$ cat config.mk
export PLATFORM = sky130hd
export DESIGN_NAME = lc3_op_sequencer
export DESIGN_NICKNAME = d
export VERILOG_FILES = /design/src/rtl/lc3_pkg.sv /design/src/rtl/lc3_regfile.sv /design/src/rtl/lc3_op_sequencer.sv
export SDC_FILE = /design/constraint.sdc
export NUM_CORES = 1
export LEC_CHECK = 0
export BUFFER_PORTS_ARGS = -buffer_cell sky130_fd_sc_hd__buf_2
export CORE_MARGIN = 1.5
export CORE_UTILIZATION = 45
export DETAILED_ROUTE_END_ITERATION = 8
export SLEW_MARGIN = 30
export SYNTH_ARGS = -nofsm -noshare
export SYNTH_HDL_FRONTEND = slang
export SYNTH_HIERARCHICAL = 1
export SYNTH_SLANG_ARGS = --single-unit
$ cat constraint.sdc
create_clock -name clk -period 3 [get_ports clk]
set_input_delay 0.45 -clock clk [delete_from_list [all_inputs] [get_ports clk]]
set_output_delay 0.45 -clock clk [all_outputs]
set_load 0.01 [all_outputs]
$ cat src/rtl/lc3_pkg.sv
// Shared LC-3 definitions: ISA opcodes, ALU op encodings, sequencer states, NZP codes.
package lc3_pkg;

    localparam int unsigned INSTR_W = 16;
    localparam int unsigned OPC_W   = 4;
    localparam int unsigned ALUOP_W = 2;
    localparam int unsigned IMM5_W  = 5;
    localparam int unsigned NZP_W   = 3;

    localparam logic [OPC_W-1:0] OP_ADD = 4'b0001;
    localparam logic [OPC_W-1:0] OP_AND = 4'b0101;
    localparam logic [OPC_W-1:0] OP_NOT = 4'b1001;

    localparam logic [ALUOP_W-1:0] ALU_ADD  = 2'b00;
    localparam logic [ALUOP_W-1:0] ALU_AND  = 2'b01;
    localparam logic [ALUOP_W-1:0] ALU_NOT  = 2'b10;
    localparam logic [ALUOP_W-1:0] ALU_PASS = 2'b11;

    localparam logic [NZP_W-1:0] NZP_N = 3'b100;
    localparam logic [NZP_W-1:0] NZP_Z = 3'b010;
    localparam logic [NZP_W-1:0] NZP_P = 3'b001;

    typedef enum logic [1:0] {
        ST_IDLE   = 2'd0,
        ST_DECODE = 2'd1,
        ST_EXEC   = 2'd2,
        ST_WB     = 2'd3
    } seq_state_t;

    typedef struct packed {
        logic [ALUOP_W-1:0] opcode;
        logic               sr2mux;
        logic [IMM5_W-1:0]  imm5;
    } alu_ctrl_t;

    // NOT is only legal with the all-ones tail in IR[5:0].
    function automatic logic is_legal(input logic [INSTR_W-1:0] ir);
        logic ok;
        ok = 1'b0;
        case (ir[15:12])
            OP_ADD, OP_AND: ok = 1'b1;
            OP_NOT:         ok = (ir[5:0] == 6'h3F);
            default:        ok = 1'b0;
        endcase
        return ok;
    endfunction

    function automatic logic [NZP_W-1:0] nzp_of(input logic neg, input logic zero);
        logic [NZP_W-1:0] code;
        if (neg)       code = NZP_N;
        else if (zero) code = NZP_Z;
        else           code = NZP_P;
        return code;
    endfunction

endpackage

$ cat src/rtl/lc3_regfile.sv
// LC-3 general register file: two combinational read ports, one synchronous write port, async clear.
// Optional third read port for debug when LC3_OPSEQ_DBG_EN is defined.
module lc3_regfile #(
    parameter int unsigned NREGS = 8,
    parameter int unsigned W     = 16,
    localparam int unsigned AW   = $clog2(NREGS)
) (
    input  logic          clk,
    input  logic          rst_n,
    input  logic          i_we,
    input  logic [AW-1:0] i_waddr,
    input  logic [W-1:0]  i_wdata,
    input  logic [AW-1:0] i_raddr_a,
    output logic [W-1:0]  o_rdata_a,
    input  logic [AW-1:0] i_raddr_b,
    output logic [W-1:0]  o_rdata_b
`ifdef LC3_OPSEQ_DBG_EN
    ,
    input  logic [AW-1:0] i_raddr_d,
    output logic [W-1:0]  o_rdata_d
`endif
);

    logic [W-1:0] r_mem [NREGS];

    always_ff @(posedge clk or negedge rst_n) begin
        if (!rst_n) begin
            for (int i = 0; i < int'(NREGS); i++) begin
                r_mem[i] <= '0;
            end
        end else if (i_we) begin
            r_mem[i_waddr] <= i_wdata;
        end
    end

    assign o_rdata_a = r_mem[i_raddr_a];
    assign o_rdata_b = r_mem[i_raddr_b];

`ifdef LC3_OPSEQ_DBG_EN
    assign o_rdata_d = r_mem[i_raddr_d];
`endif

endmodule

$ cat src/rtl/lc3_op_sequencer.sv
// Multi-cycle decode/execute sequencer for LC-3 ADD/AND/NOT; owns the register file and NZP.
// Optional debug read port enabled by defining LC3_OPSEQ_DBG_EN.
module lc3_op_sequencer
    import lc3_pkg::*;
#(
    parameter int unsigned NREGS = 8,
    parameter int unsigned W     = 16
) (
    input  logic                 clk,
    input  logic                 rst_n,
    input  logic                 instr_valid,
    output logic                 instr_ready,
    input  logic [INSTR_W-1:0]   instr,
    output logic [ALUOP_W-1:0]   alu_opcode,
    output logic                 alu_sr2mux,
    output logic [IMM5_W-1:0]    alu_imm5,
    output logic [W-1:0]         alu_sr1,
    output logic [W-1:0]         alu_sr2,
    input  logic [W-1:0]         alu_result,
    output logic                 done,
    output logic                 illegal,
    output logic [NZP_W-1:0]     nzp
`ifdef LC3_OPSEQ_DBG_EN
    ,
    input  logic [2:0]           dbg_addr,
    output logic [W-1:0]         dbg_data
`endif
);

    seq_state_t         r_state;
    seq_state_t         w_state_nxt;
    logic [INSTR_W-1:0] r_ir;
    logic [INSTR_W-1:0] w_ir_nxt;
    logic               r_ready;
    logic               w_ready_nxt;
    logic               r_done;
    logic               w_done_nxt;
    logic               r_illegal;
    logic               w_illegal_nxt;
    logic [NZP_W-1:0]   r_nzp;
    logic [NZP_W-1:0]   w_nzp_nxt;
    logic [W-1:0]       r_result;
    logic [W-1:0]       w_result_nxt;
    alu_ctrl_t          r_alu;
    alu_ctrl_t          w_alu_nxt;
    logic [W-1:0]       r_sr1;
    logic [W-1:0]       w_sr1_nxt;
    logic [W-1:0]       r_sr2;
    logic [W-1:0]       w_sr2_nxt;
    logic [W-1:0]       w_rd_a;
    logic [W-1:0]       w_rd_b;
    logic               w_we;

    lc3_regfile #(
        .NREGS (NREGS),
        .W     (W)
    ) u_regfile (
        .clk       (clk),
        .rst_n     (rst_n),
        .i_we      (w_we),
        .i_waddr   (r_ir[11:9]),
        .i_wdata   (r_result),
        .i_raddr_a (r_ir[8:6]),
        .o_rdata_a (w_rd_a),
        .i_raddr_b (r_ir[2:0]),
        .o_rdata_b (w_rd_b)
`ifdef LC3_OPSEQ_DBG_EN
        ,
        .i_raddr_d (dbg_addr),
        .o_rdata_d (dbg_data)
`endif
    );

    assign w_we = (r_state == ST_WB);

    always_ff @(posedge clk or negedge rst_n) begin
        if (!rst_n) r_state <= ST_IDLE;
        else        r_state <= w_state_nxt;
    end

    // Next state plus next values of every registered output and datapath register.
    always_comb begin
        w_state_nxt   = r_state;
        w_ir_nxt      = r_ir;
        w_done_nxt    = 1'b0;
        w_illegal_nxt = 1'b0;
        w_nzp_nxt     = r_nzp;
        w_result_nxt  = r_result;
        w_alu_nxt     = r_alu;
        w_sr1_nxt     = r_sr1;
        w_sr2_nxt     = r_sr2;

        case (r_state)
            ST_IDLE: begin
                if (instr_valid) begin
                    w_ir_nxt      = instr;
                    w_illegal_nxt = !is_legal(instr);
                    w_state_nxt   = ST_DECODE;
                end
            end
            ST_DECODE: begin
                if (!is_legal(r_ir)) begin
                    w_state_nxt = ST_IDLE;
                end else begin
                    w_state_nxt = ST_EXEC;
                    if (r_ir[15:12] == OP_NOT) begin
                        // ALU inverts its mux output, so the source rides the register path.
                        w_alu_nxt.opcode = ALU_NOT;
                        w_alu_nxt.sr2mux = 1'b0;
                        w_alu_nxt.imm5   = '0;
                        w_sr2_nxt        = w_rd_a;
                    end else begin
                        w_alu_nxt.opcode = (r_ir[15:12] == OP_AND) ? ALU_AND : ALU_ADD;
                        w_alu_nxt.sr2mux = r_ir[5];
                        w_alu_nxt.imm5   = r_ir[4:0];
                        w_sr1_nxt        = w_rd_a;
                        w_sr2_nxt        = w_rd_b;
                    end
                end
            end
            ST_EXEC: begin
                w_result_nxt = alu_result;
                w_done_nxt   = 1'b1;
                w_state_nxt  = ST_WB;
            end
            ST_WB: begin
                w_nzp_nxt   = nzp_of(r_result[W-1], r_result == '0);
                w_state_nxt = ST_IDLE;
            end
            default: w_state_nxt = ST_IDLE;
        endcase

        w_ready_nxt = (w_state_nxt == ST_IDLE);
    end

    always_ff @(posedge clk or negedge rst_n) begin
        if (!rst_n) begin
            r_ir      <= '0;
            r_ready   <= 1'b1;
            r_done    <= 1'b0;
            r_illegal <= 1'b0;
            r_nzp     <= NZP_Z;
            r_result  <= '0;
            r_alu     <= '0;
            r_sr1     <= '0;
            r_sr2     <= '0;
        end else begin
            r_ir      <= w_ir_nxt;
            r_ready   <= w_ready_nxt;
            r_done    <= w_done_nxt;
            r_illegal <= w_illegal_nxt;
            r_nzp     <= w_nzp_nxt;
            r_result  <= w_result_nxt;
            r_alu     <= w_alu_nxt;
            r_sr1     <= w_sr1_nxt;
            r_sr2     <= w_sr2_nxt;
        end
    end

    assign instr_ready = r_ready;
    assign done        = r_done;
    assign illegal     = r_illegal;
    assign nzp         = r_nzp;
    assign alu_opcode  = r_alu.opcode;
    assign alu_sr2mux  = r_alu.sr2mux;
    assign alu_imm5    = r_alu.imm5;
    assign alu_sr1     = r_sr1;
    assign alu_sr2     = r_sr2;

endmodule

## After elaboration in Yosys (flattened, before gate mapping)

Index checks and enable logic that the tools add are counted.

| storage, ports and cells | value |
|---|---|
| bits of input ports | 35 |
| logic and storage cells | 74 |
| flip-flop bits (word level) | 208 |
| output and inout bits | 46 |

| cells by class | value |
|---|---|
| magnitude comparators | 4 |
| reductions and logical operators | 10 |
| eq/ne operators | 11 |
| muxes and demuxes | 25 |
| bitwise operators | 4 |

Operators by type and width:

| operator | number |
|---|---|
| bitwise mux 128 bit | 1 |
| binary-select mux 16 bit (select 3 bit) | 2 |
| two-way mux 16 bit | 6 |
| demux 16 bit (select 3 bit) | 1 |
| zero test 16 bit | 1 |
| equality test 6 bit, second input constant | 2 |
| >= comparator 4 bit, second input constant | 3 |
| NOT 3 -> 4 bit | 3 |
| equality test 4 x 1 -> 1 bit, second input constant | 2 |
| equality test 4 x 3 -> 1 bit, second input constant | 2 |
| equality test 4 bit, second input constant | 2 |
| two-way mux 8 bit | 1 |
| one-hot mux 2 bit (4 select lines) | 1 |
| two-way mux 1 bit | 7 |
| two-way mux 2 bit | 3 |
| equality test 2 bit, second input constant | 2 |
| zero test 2 bit | 2 |
| less-than comparator 4 x 1 -> 1 bit, second input constant | 1 |
| one-hot mux 1 bit (2 select lines) | 2 |
| AND reduction 2 bit | 2 |
| OR reduction 2 bit | 2 |
| two-way mux 3 bit | 1 |
| AND reduction 3 bit | 1 |
| equality test 2 x 1 -> 1 bit, second input constant | 1 |
| 3 further kinds | 3 |

## Depth between registers and ports, before layout

Gate-level depths: netlist of run 1.

| logic depth | value |
|---|---|
| depth in word-level cells | 8 |
| gate-level depth with buffers | 8 |
| mapped depth without buffers | 4 |

## Hierarchy

The synthesis of run 1 kept the hierarchy.

By module, submodules not included:

| module | times used | seq. area each (um2) | area an instance (um2) | cells an instance |
|---|---|---|---|---|
| lc3_regfile | 1 | 3203.1 | 7000.5 | 393 |
| lc3_op_sequencer | 1 | 2004.4 | 3343.2 | 280 |

## Worst setup path before layout of run 1

OpenSTA, ideal clock, no wires.

| timing path | value |
|---|---|
| path type | register to register |
| from | register r_state[0] |
| to | register u_regfile/r_mem[53] (netlist name) |
| arrival time | 1649 ps |
| path buffers | 3 |
| required time | 2875 ps |
| period minus slack after synthesis | 1774 ps |
| cell stages (with the launch flop) | 8 |
| library setup time | 125 ps |
| path slack | 1226 ps |
| cell sequence | dfrtp_1 > nand2_1 > inv_1 > buf_4 > nor4bb_1 > buf_2 > buf_4 > mux2_2 |

| between the ends | value |
|---|---|
| cells in the longest elaborated chain, start to end | 1 |

RTL lines:

| item | RTL line | source |
|---|---|---|
| start: declaration | lc3_op_sequencer.sv:30 | `seq_state_t r_state;` |
| start signal: assignment | lc3_op_sequencer.sv:78 | `else r_state <= w_state_nxt;` |
| equality test 2 bit | lc3_op_sequencer.sv:74 | `assign w_we = (r_state == ST_WB);` |
| via w_we | lc3_op_sequencer.sv:52 | `logic w_we;` |
| end signal: indexed assignment | lc3_regfile.sv:32 | `r_mem[i_waddr] <= i_wdata;` |
| end: declaration | lc3_regfile.sv:24 | `logic [W-1:0] r_mem [NREGS];` |

The timed path passes the listed nets, and every way through them passes these cells.
A chain may end at the register's enable or synchronous reset.

## Worst setup path after layout of run 1

| timing path | value |
|---|---|
| from | register r_ir[6] |
| to | register r_sr2[10] (netlist: alu_sr2[10]) |

| between the ends | value |
|---|---|
| cells in the longest elaborated chain, start to end | 5 |

RTL lines:

| item | RTL line | source |
|---|---|---|
| start: declaration | lc3_op_sequencer.sv:32 | `logic [INSTR_W-1:0] r_ir;` |
| start signal: assignment | lc3_op_sequencer.sv:148 | `r_ir <= w_ir_nxt;` |
| NOT 3 -> 4 bit (not written as such) | lc3_regfile.sv:36 | `assign o_rdata_a = r_mem[i_raddr_a];` |
| binary-select mux 16 bit (select 3 bit) | lc3_regfile.sv:36 |  |
| two-way mux 16 bit (not written as such) (2 in a row) | lc3_regfile.sv:36 |  |
| via w_rd_a[10] | lc3_op_sequencer.sv:50 | `logic [W-1:0] w_rd_a;` |
| two-way mux 16 bit | lc3_op_sequencer.sv:106 | `if (r_ir[15:12] == OP_NOT) begin` |
| end signal: assignment | lc3_op_sequencer.sv:156 | `r_sr2 <= w_sr2_nxt;` |
| end: declaration | lc3_op_sequencer.sv:48 | `logic [W-1:0] r_sr2;` |

The timed path passes the listed nets, and every way through them passes these cells. The select of a mux whose other input is x is not followed.

==> results.json, run 1 <==
{
  "yosysWarnings": 6,
  "path_class": "flop to flop",
  "post-cts-setup-buffer-count": 0,
  "clock.fmax_ghz": 0.4392,
  "nFillCells": 1879,
  "hold_buffers": 0,
  "numClockSinks": 208,
  "synth_area_mm2": 0.01034,
  "min_period_ns": 2.277,
  "die_height_um": 154.6,
  "wl_per_cell_um": 23.70,
  "mostFrequentLayoutCells": "dfrtp_1, mux2_2, buf_2",
  "dp_hpwl_um": 15810,
  "diodes": 0,
  "start_util_pct": 45.83,
  "cap_violations": 0,
  "nNetsFinal": 789,
  "setup_viol": 0,
  "avgSynthCellArea_um2": 15.37,
  "p_leak_nw": 5.834,
  "netlist_instances": 673,
  "cp_slowest_cell": "dfrtp_1",
  "hp-class": "input pin to async pin",
  "timing.hold.ws_ns": -0.01777,
  "postRouteAntennaNets": 0,
  "powerDensity_mw_per_mm2": 950.7,
  "busiest_layer": "met2",
  "yosysSeqAreaShare_pct": 50.34,
  "grt_pass1_vias": 6717,
  "drtIter0Drc": 267,
  "grt_max_degree": 85,
  "syn-num-nets": 708,
  "antenna_found_initial": 0,
  "peakVddDrop_mv": 0.4950,
  "utilization_pct": 52.43,
  "met1_usage_pct": 28.67,
  "finalMaxSlewViolations": 0,
  "grtUsageMet3_pct": 3.138,
  "setup_ws_ns": 0.7230,
  "rows": 55,
  "violations": "hold timing",
  "place_congestion": 0.7749,
  "clk_path_buf_depth": 3,
  "overflow": 0,
  "slowest_delay_ns": 0.63,
  "cp_num_buf_inv": 1,
  "ys_ff_latch": 208,
  "viasPerCell": 5.879,
  "pre_cts_ws_ns": 0.6842,
  "drcViolationCount": 0,
  "drt_wl_total_um": 25000,
  "core_area_mm2": 0.02257,
  "cts_tree": "done",
  "status": "complete, but fails checks",
  "drive_gt1_share_pct": 48.05,
  "grt_usage_pct": 21.71,
  "clkTransAtPathRegs_ns": 0.06,
  "multiInputGateArea_mm2": 0.004831,
  "fin_area_mm2": 0.01184,
  "setup-tns-final_ns": 0,
  "critPathCaptureType": "flop",
  "crit_chain": "buf_4 -> mux4_1 -> mux2_2 -> mux2i_1 -> a21oi_2",
  "critical_path.top_delay_family": "multiplexers",
  "numCtsBuffers": 23,
  "async_reset_ff_share_pct": 100.0,
  "slew_headroom_pct": 43.23,
  "regArea_mm2": 0.005207,
  "worst_ep_arrival_time_ns": 2.66,
  "chipWidth_um": 154.6,
  "rsz0062_at_grt": "false",
  "ios": 81,
  "start_kind": "flop",
  "grt_pass1_wl_um": 39420,
  "grt_util_met2_pct": 37.24,
  "synthToLayoutAreaGrowth_pct": 14.42,
  "cp.required_ns": 3.38,
  "dieArea_mm2": 0.02390,
  "clkLatencyLatePin_ns": 0.51,
  "synth_cell_types": 44,
  "post_dp_cell_area_mm2": 0.01106,
  "hold_violations": 4,
  "ctsResizeCount": 0,
  "period_share_pct": 75.90,
  "crit_path_max_fanout": 13,
  "tightest_slew_ns": 0.8515,
  "skew_ns": 0.009189,
  "first_pass_iters": 4,
  "synth-main-ff-cell": "dfrtp_1",
  "numPortBuffers": 80,
  "cts-root-buf": "clkbuf_16",
  "final_common_cell": "dfrtp_1",
  "synth_edf_count": 0,
  "num_vias": 6202,
  "ctsHtreeMaxLevel": 1
}
[sequential cells by signal, indices dropped and copies added (netlist names)]
signal	flops
alu_sr1	16
done	1
u_regfile/r_mem	128
alu_sr2mux	1
r_result	16
alu_opcode	2
illegal	1
instr_ready	1
r_state	2
alu_imm5	5
alu_sr2	16
nzp	3
r_ir	16
[synthesized netlist by cell type (2+ instances only)]
library cell  number  area [um^2]
inv_1              3        11.26
buf_6             14        157.7
dfrtp_1          206         5155
a21oi_2           10        87.58
nor2_1             6        22.52
nand4b_2           3        45.04
clkbuf_2           2        10.01
buf_1              5        18.77
clkbuf_1           7        26.28
mux4_1            56         1471
nor4bb_1           2        20.02
o21ai_0            7        35.03
dfstp_2            2        52.55
nor4_1             4        25.02
buf_2             18        90.09
mux4_2             8        180.2
nor3_1            16        80.08
mux2_2           192         2162
nand2_1           62        232.7
buf_4              5        37.54
a21oi_1            6        30.03
mux2i_1           16        160.2
and4bb_2           2        25.02
[final cells by class]
cell class	count	area share [%]
Clock buffer	34	5.635
Sequential cell	208	44.00
Multi-Input combinational cell	411	40.82
Clock inverter	7	0.9515
Tap cell	285	3.013
Timing Repair Buffer	107	5.487
Inverter	3	0.09515
[metal layers]
| layer | up-vias | wire length [um] |
|---|---|---|
| met4 | 0 | 607 |
| met5 | - | 0 |
| met2 | 157 | 12100 |
| met1 | 3264 | 11240 |
| li1 | 2740 | - |
| met3 | 41 | 1054 |
[power by group]
| group | internal [mW] | switching [mW] | leakage [nW] |
|---|---|---|---|
| registers | 3.72 | 1.07 | 2.74 |
| clock network | 1.79 | 1.10 | 0.381 |
| logic | 2.00 | 1.58 | 2.71 |
[logic make-up (layout without fill, tap and decap cells)]
family	Yosys count	count (layout)	share of synthesized area, %
buf+inv	54	151	3.399
flops	208	208	50.34
compound gates	26	26	1.693
simple gates	112	112	6.000
mux	273	273	38.56
[worst paths after layout]
path	depth (start not counted)	slack, ns	end	start
max	5	0.72	alu_sr2[10]	r_ir[6]
min	1	-0.02	r_ir[11]	rst_n
max reg2reg	5	0.72	alu_sr2[10]	r_ir[6]
min reg2reg	2	0.47	alu_sr1[14]	alu_sr1[14]
max in group asynchronous	2	2.17	alu_sr2[0]	rst_n
min in group clk	2	0.13	illegal	instr[12]
[metrics by stage]
| stage | power [mW] | instances |
|---|---|---|
| 6_report | 11.25 | 1055 |
| 5_1_grt | 11.85 | 1055 |
| 4_1_cts | 11.37 | 1055 |
| 3_5_place_dp | 8.435 | 1014 |
| 3_3_place_gp | 8.246 | 1014 |
| 2_1_floorplan | 7.115 | 673 |
No activity file was read; power rests on OpenSTA's default activity.
==> run 2: changes to the inputs <==
==> constraint.sdc (replaced) <==
create_clock -name clk -period 2.1 [get_ports clk]
set_input_delay 0.315 -clock clk [delete_from_list [all_inputs] [get_ports clk]]
set_output_delay 0.315 -clock clk [all_outputs]
set_load 0.01 [all_outputs]
==> run 2 against run 1 <==
Against the previous run:
- the run now ends clean
- fmax rose by 15%
- worst hold slack improved by 0.049 ns
- register-to-register slack got worse by 0.60 ns
- total power grew 45%
- core utilization grew 1.5 points
- final cell count rose by 1.7%
- via count is 0.73% higher
- worst setup slack worse by 0.60 ns
- clock-buffer cell count unchanged
- clock power up 40%
- critical path type unchanged
- first-iteration DRC count up 19%
==> results.json, run 2 (same netlist as run 1, synthesis figures left out) <==
{
  "min_period_ns": 1.975,
  "num_vias": 6247,
  "dp_hpwl_um": 16460,
  "status": "complete, no violations",
  "nFillCells": 1848,
  "skew_ns": 0.01288,
  "ios": 81,
  "finalPower_mw": 16.27,
  "cp_slowest_cell": "mux4_1",
  "die_height_um": 154.6,
  "clock.fmax_ghz": 0.5064,
  "synthToLayoutAreaGrowth_pct": 17.64,
  "drt-met1-wl_um": 11270,
  "clk_path_buf_depth": 3,
  "grt_pass1_wl_um": 40010,
  "finalMaxSlewViolations": 0,
  "top_register": "u_regfile/r_mem",
  "wl_met3_um": 1208,
  "crit_chain": "buf_12 -> buf_4 -> mux4_1 -> mux2_2 -> mux2i_1 -> a21oi_2",
  "largest_register_ffs": 128,
  "numPortBuffers": 80,
  "postRouteAntennaNets": 0,
  "slew_headroom_pct": 67.08,
  "numCtsBuffers": 24,
  "critPathCaptureType": "flop",
  "hold_violations": 0,
  "hp-class": "input pin to flop",
  "rsz0062_at_grt": "false",
  "grt_usage_pct": 22.03,
  "cts_tree": "done",
  "clkTransAtPathRegs_ns": 0.06,
  "drcViolationCount": 0,
  "final_common_cell": "dfrtp_1",
  "numClockSinks": 208,
  "place_congestion": 0.7500,
  "cp_num_buf_inv": 2,
  "grt_pass1_vias": 6819,
  "crit_path_max_fanout": 17,
  "drt_wl_total_um": 25460,
  "powerDensity_mw_per_mm2": 1337,
  "wl_per_cell_um": 23.73,
  "post-cts-setup-buffer-count": 0,
  "nNetsFinal": 809,
  "worst_ep_arrival_time_ns": 2.36,
  "critical_path.top_delay_family": "multiplexers",
  "path_class": "flop to flop",
  "drtIter0Drc": 317,
  "clkLatencyLatePin_ns": 0.51,
  "grt_max_degree": 75,
  "cap_violations": 0,
  "mostFrequentLayoutCells": "dfrtp_1, mux2_2, buf_2",
  "tightest_slew_ns": 0.4894,
  "cp.required_ns": 2.49,
  "core_area_mm2": 0.02257,
  "drive_gt1_share_pct": 49.24,
  "dieArea_mm2": 0.02390,
  "start_kind": "flop",
  "setup-tns-final_ns": 0,
  "peakVddDrop_mv": 0.6008,
  "antenna_found_initial": 0,
  "viasPerCell": 5.822,
  "p_leak_nw": 5.994,
  "chipWidth_um": 154.6,
  "top_layer": "met4",
  "diodes": 0,
  "ctsHtreeMaxLevel": 1,
  "slowest_delay_ns": 0.55,
  "period_share_pct": 94.03,
  "start_util_pct": 45.83,
  "first_pass_iters": 4,
  "overflow": 0,
  "cts-root-buf": "clkbuf_16",
  "wl_met2_um": 12560,
  "setup_viol": 0,
  "rows": 55
}
-- run 2: cell count changes in the layout (fill, tap and decap cells not counted), sizes merged --
cell         change
dlygate4sd3      +2
bufinv           -2
clkinvlp         -1
clkinv           +2
buf             +17
-- run 2: worst register-to-register path: cells and delay by family, from the launching register on --
family	cells	cell delay, ns
compound gates	1	0.08
mux	3	1.00
flops	1	0.41
buf+inv	2	0.38
-- run 2: metrics by stage --
stage               utilization [%]  std cells  cell area [um^2]  setup slack [ns]  hold WS (ns)
floorplan                         -        673             10340            0.3259       0.01941
global route                  53.91       1073             12170           0.02418       0.02086
detailed placement            50.43       1031             11380            0.1235        0.3017
CTS                           53.91       1073             12170            0.1170       0.01531
finish                        53.91       1073             12170            0.1254       0.03142
global placement              50.43       1031             11380            0.1536        0.2939
-- run 2: path summary, 6_finish.rpt --
kind | end | slack [ns] | cells past startpoint | start
hold / removal | r_result[9] | 0.03 | 2 | alu_result[9]
min in group asynchronous | r_ir[11] | 0.32 | 2 | rst_n
max in group asynchronous | alu_sr2[5] | 0.96 | 4 | rst_n
setup reg to reg | alu_sr2[14] | 0.13 | 6 | r_ir[0]
hold reg to reg | alu_sr1[11] | 0.47 | 2 | alu_sr1[11]
setup / recovery | alu_sr2[14] | 0.13 | 6 | r_ir[0]
-- run 2: cell type report --
cell class                 instances  area, um^2  share of cell area, %
sequential                       208        5207                  42.80
multi-input combinational        411        4831                  39.70
timing repair buffer             126       997.2                  8.195
clock buffer                      34       709.4                  5.830
tap                              285       356.6                  2.931
clock inverter                     6       55.05                 0.4524
inverter                           3       11.26                0.09255
-- run 2: what timing repair did --
action	CTS	global route
hold endpoints to repair	46	0
hold buffers	2	0
resized for setup	0	0
-- run 2: layer usage --
layer	vias up	global-route usage, %
met5	-	0
met4	0	5.037
met3	29	3.867
met2	161	37.84
met1	3283	29.32
li1	2774	-
-- run 2: report_power, final --
group          internal, mW  switching [mW]
Clock                  2.45            1.59
Combinational          3.08            2.39
Sequential             5.31            1.44
Total                  10.8            5.43
==> run 3: changes to the inputs <==
--- a/config.mk
+++ b/config.mk
@@ -7,8 +7,9 @@
 export LEC_CHECK = 0
 export BUFFER_PORTS_ARGS = -buffer_cell sky130_fd_sc_hd__buf_2
 export CORE_MARGIN = 1.5
-export CORE_UTILIZATION = 45
+export CORE_UTILIZATION = 55
 export DETAILED_ROUTE_END_ITERATION = 8
+export PLACE_DENSITY = 0.74
 export SLEW_MARGIN = 30
 export SYNTH_ARGS = -nofsm -noshare
 export SYNTH_HDL_FRONTEND = slang
==> run 3 against run 2 <==
Against the previous run:
- clock-buffer cell count is 1 higher
- worst hold slack worse by 0.0038 ns
- critical endpoint is now alu_sr2[12]
- non-clock buffer count down 4
- largest power group unchanged
- die area is 18% lower
- register-to-register slack lost 0.04 ns
==> results.json, run 3 (same netlist as run 1, synthesis figures left out) <==
{
  "finalMaxSlewViolations": 0,
  "cap_violations": 0,
  "largest_register_ffs": 128,
  "wl_per_cell_um": 24.49,
  "r2r_end": "alu_sr2[12]",
  "synthToLayoutAreaGrowth_pct": 15.85,
  "core_area_mm2": 0.01821,
  "ios": 81,
  "worst_ep_arrival_time_ns": 2.41,
  "chipWidth_um": 140.1,
  "powerDensity_mw_per_mm2": 1343,
  "crit_path_end": "alu_sr2[12]",
  "cts_tree": "done",
  "setup_viol": 0,
  "ctsHtreeMaxLevel": 1,
  "dpl.cell_count": 969,
  "path_class": "flop to flop",
  "hp-class": "input pin to flop",
  "grt_max_degree": 55,
  "top_register": "u_regfile/r_mem",
  "postRouteAntennaNets": 0,
  "numCtsBuffers": 22,
  "clkLatencyLatePin_ns": 0.52,
  "r2r_cells": 6,
  "peakVddDrop_mv": 0.5433,
  "mostFrequentLayoutCells": "dfrtp_1, mux2_2, buf_2",
  "drive_gt1_share_pct": 49.36,
  "start_kind": "flop",
  "worstSetupStartpoint": "r_ir[0]",
  "clock.fmax_ghz": 0.4957,
  "dp_hpwl_um": 15420,
  "grt_pass1_vias": 6767,
  "place_congestion": 0.8082,
  "antenna_found_initial": 0,
  "fin_area_mm2": 0.01198,
  "switchingPower_mw": 5.456,
  "viasPerCell": 6.346,
  "p_leak_nw": 5.926,
  "clk_path_buf_depth": 3,
  "skew_ns": 0.02703,
  "slew_headroom_pct": 68.18,
  "overflow": 0,
  "post-cts-setup-buffer-count": 0,
  "rsz0062_at_grt": "false",
  "pwr-share-comb_pct": 34.8,
  "stdcell_count": 1013,
  "post_dp_cell_area_mm2": 0.01119,
  "numPortBuffers": 80,
  "grt_usage_pct": 25.73,
  "status": "complete, no violations",
  "drcViolationCount": 0,
  "setup-tns-final_ns": 0,
  "nNetsFinal": 803,
  "tightest_slew_ns": 0.4773,
  "final_common_cell": "dfrtp_1",
  "cp.required_ns": 2.49,
  "min_period_ns": 2.018,
  "num_vias": 6428,
  "critPathCaptureType": "flop",
  "hold_violations": 0,
  "clkTransAtPathRegs_ns": 0.06,
  "reg2reg_from": "r_ir[0]",
  "worstHoldStart": "alu_result[11]",
  "power.share.clock_pct": 23.5,
  "first_pass_iters": 5,
  "drtIter0Drc": 438,
  "cts-root-buf": "clkbuf_16",
  "start_util_pct": 56.81,
  "diodes": 0,
  "numClockSinks": 208,
  "rows": 49,
  "period_share_pct": 96.07,
  "pwr-share-seq_pct": 41.6,
  "dieArea_mm2": 0.01964,
  "r2r_setup_slack_ns": 0.08,
  "p_int_mw": 10.63,
  "die_height_um": 140.1,
  "drt_wl_total_um": 24810,
  "crit_path_max_fanout": 16,
  "grt_pass1_wl_um": 38520,
  "swShare_pct": 33.91
}
-- run 3: through the flow --
step | power (mW) | util, % | hold WS, ns | worst slack [ns]
after floorplan | 10.16 | - | 0.01941 | 0.3259
after detailed placement | 12.16 | 61.47 | 0.3163 | 0.03783
final | 16.09 | 65.81 | 0.02759 | 0.08245
after global routing | 16.88 | 65.81 | 0.02001 | 0.01362
after CTS | 15.97 | 65.46 | 0.01650 | 0.02645
after global placement | 11.89 | 61.47 | 0.3016 | 0.04901
-- run 3: timing repair --
item,4_1_cts,5_1_grt
hold endpoints to repair,50,0
hold buffers,2,0
setup endpoints to repair,0,35
resized for setup,0,5
-- run 3: final cells by class --
class	count	area, um^2
inverter	3	15.01
tap	229	286.5
clock buffer	35	680.7
multi-input combinational	411	4838
clock inverter	5	25.02
sequential	208	5210
timing repair buffer	122	927.1
fill	1261	6226
-- run 3: critical path, stage by stage, from the launching register on --
cell     delay, ns
dfrtp_2       0.46
buf_12        0.21
mux4_1        0.57
mux2_2        0.28
mux2i_2       0.16
buf_4         0.16
a21oi_2       0.05
-- run 3: how the worst min path moves through the flow --
stage                         endpoint  slack [ns]  cells past startpoint
final                     r_result[11]        0.03                      2
after global routing      r_result[11]        0.02                      2
after CTS                 r_result[11]        0.02                      2
after detailed placement   alu_sr1[11]        0.32                      1
after global placement     alu_sr1[12]        0.30                      1
after floorplan            alu_imm5[0]        0.02                      0
-- run 3: power by group through the flow --
stage	logic [mW]	registers, mW	clock network (mW)
after CTS	5.50	6.63	3.84
final	5.61	6.70	3.78
after global placement	5.33	6.55	0
after floorplan	3.81	6.36	0
after detailed placement	5.46	6.70	0
after global routing	5.98	6.90	3.99
-- run 3: per-layer routing --
metal / global-route usage, % / up-vias / part of all wire [%]
li1: - / 2774 / -
met5: 0 / - / 0
met3: 5.368 / 47 / 6.5
met1: 34.58 / 3362 / 43
met2: 42.18 / 245 / 48
met4: 8.698 / 0 / 2.8
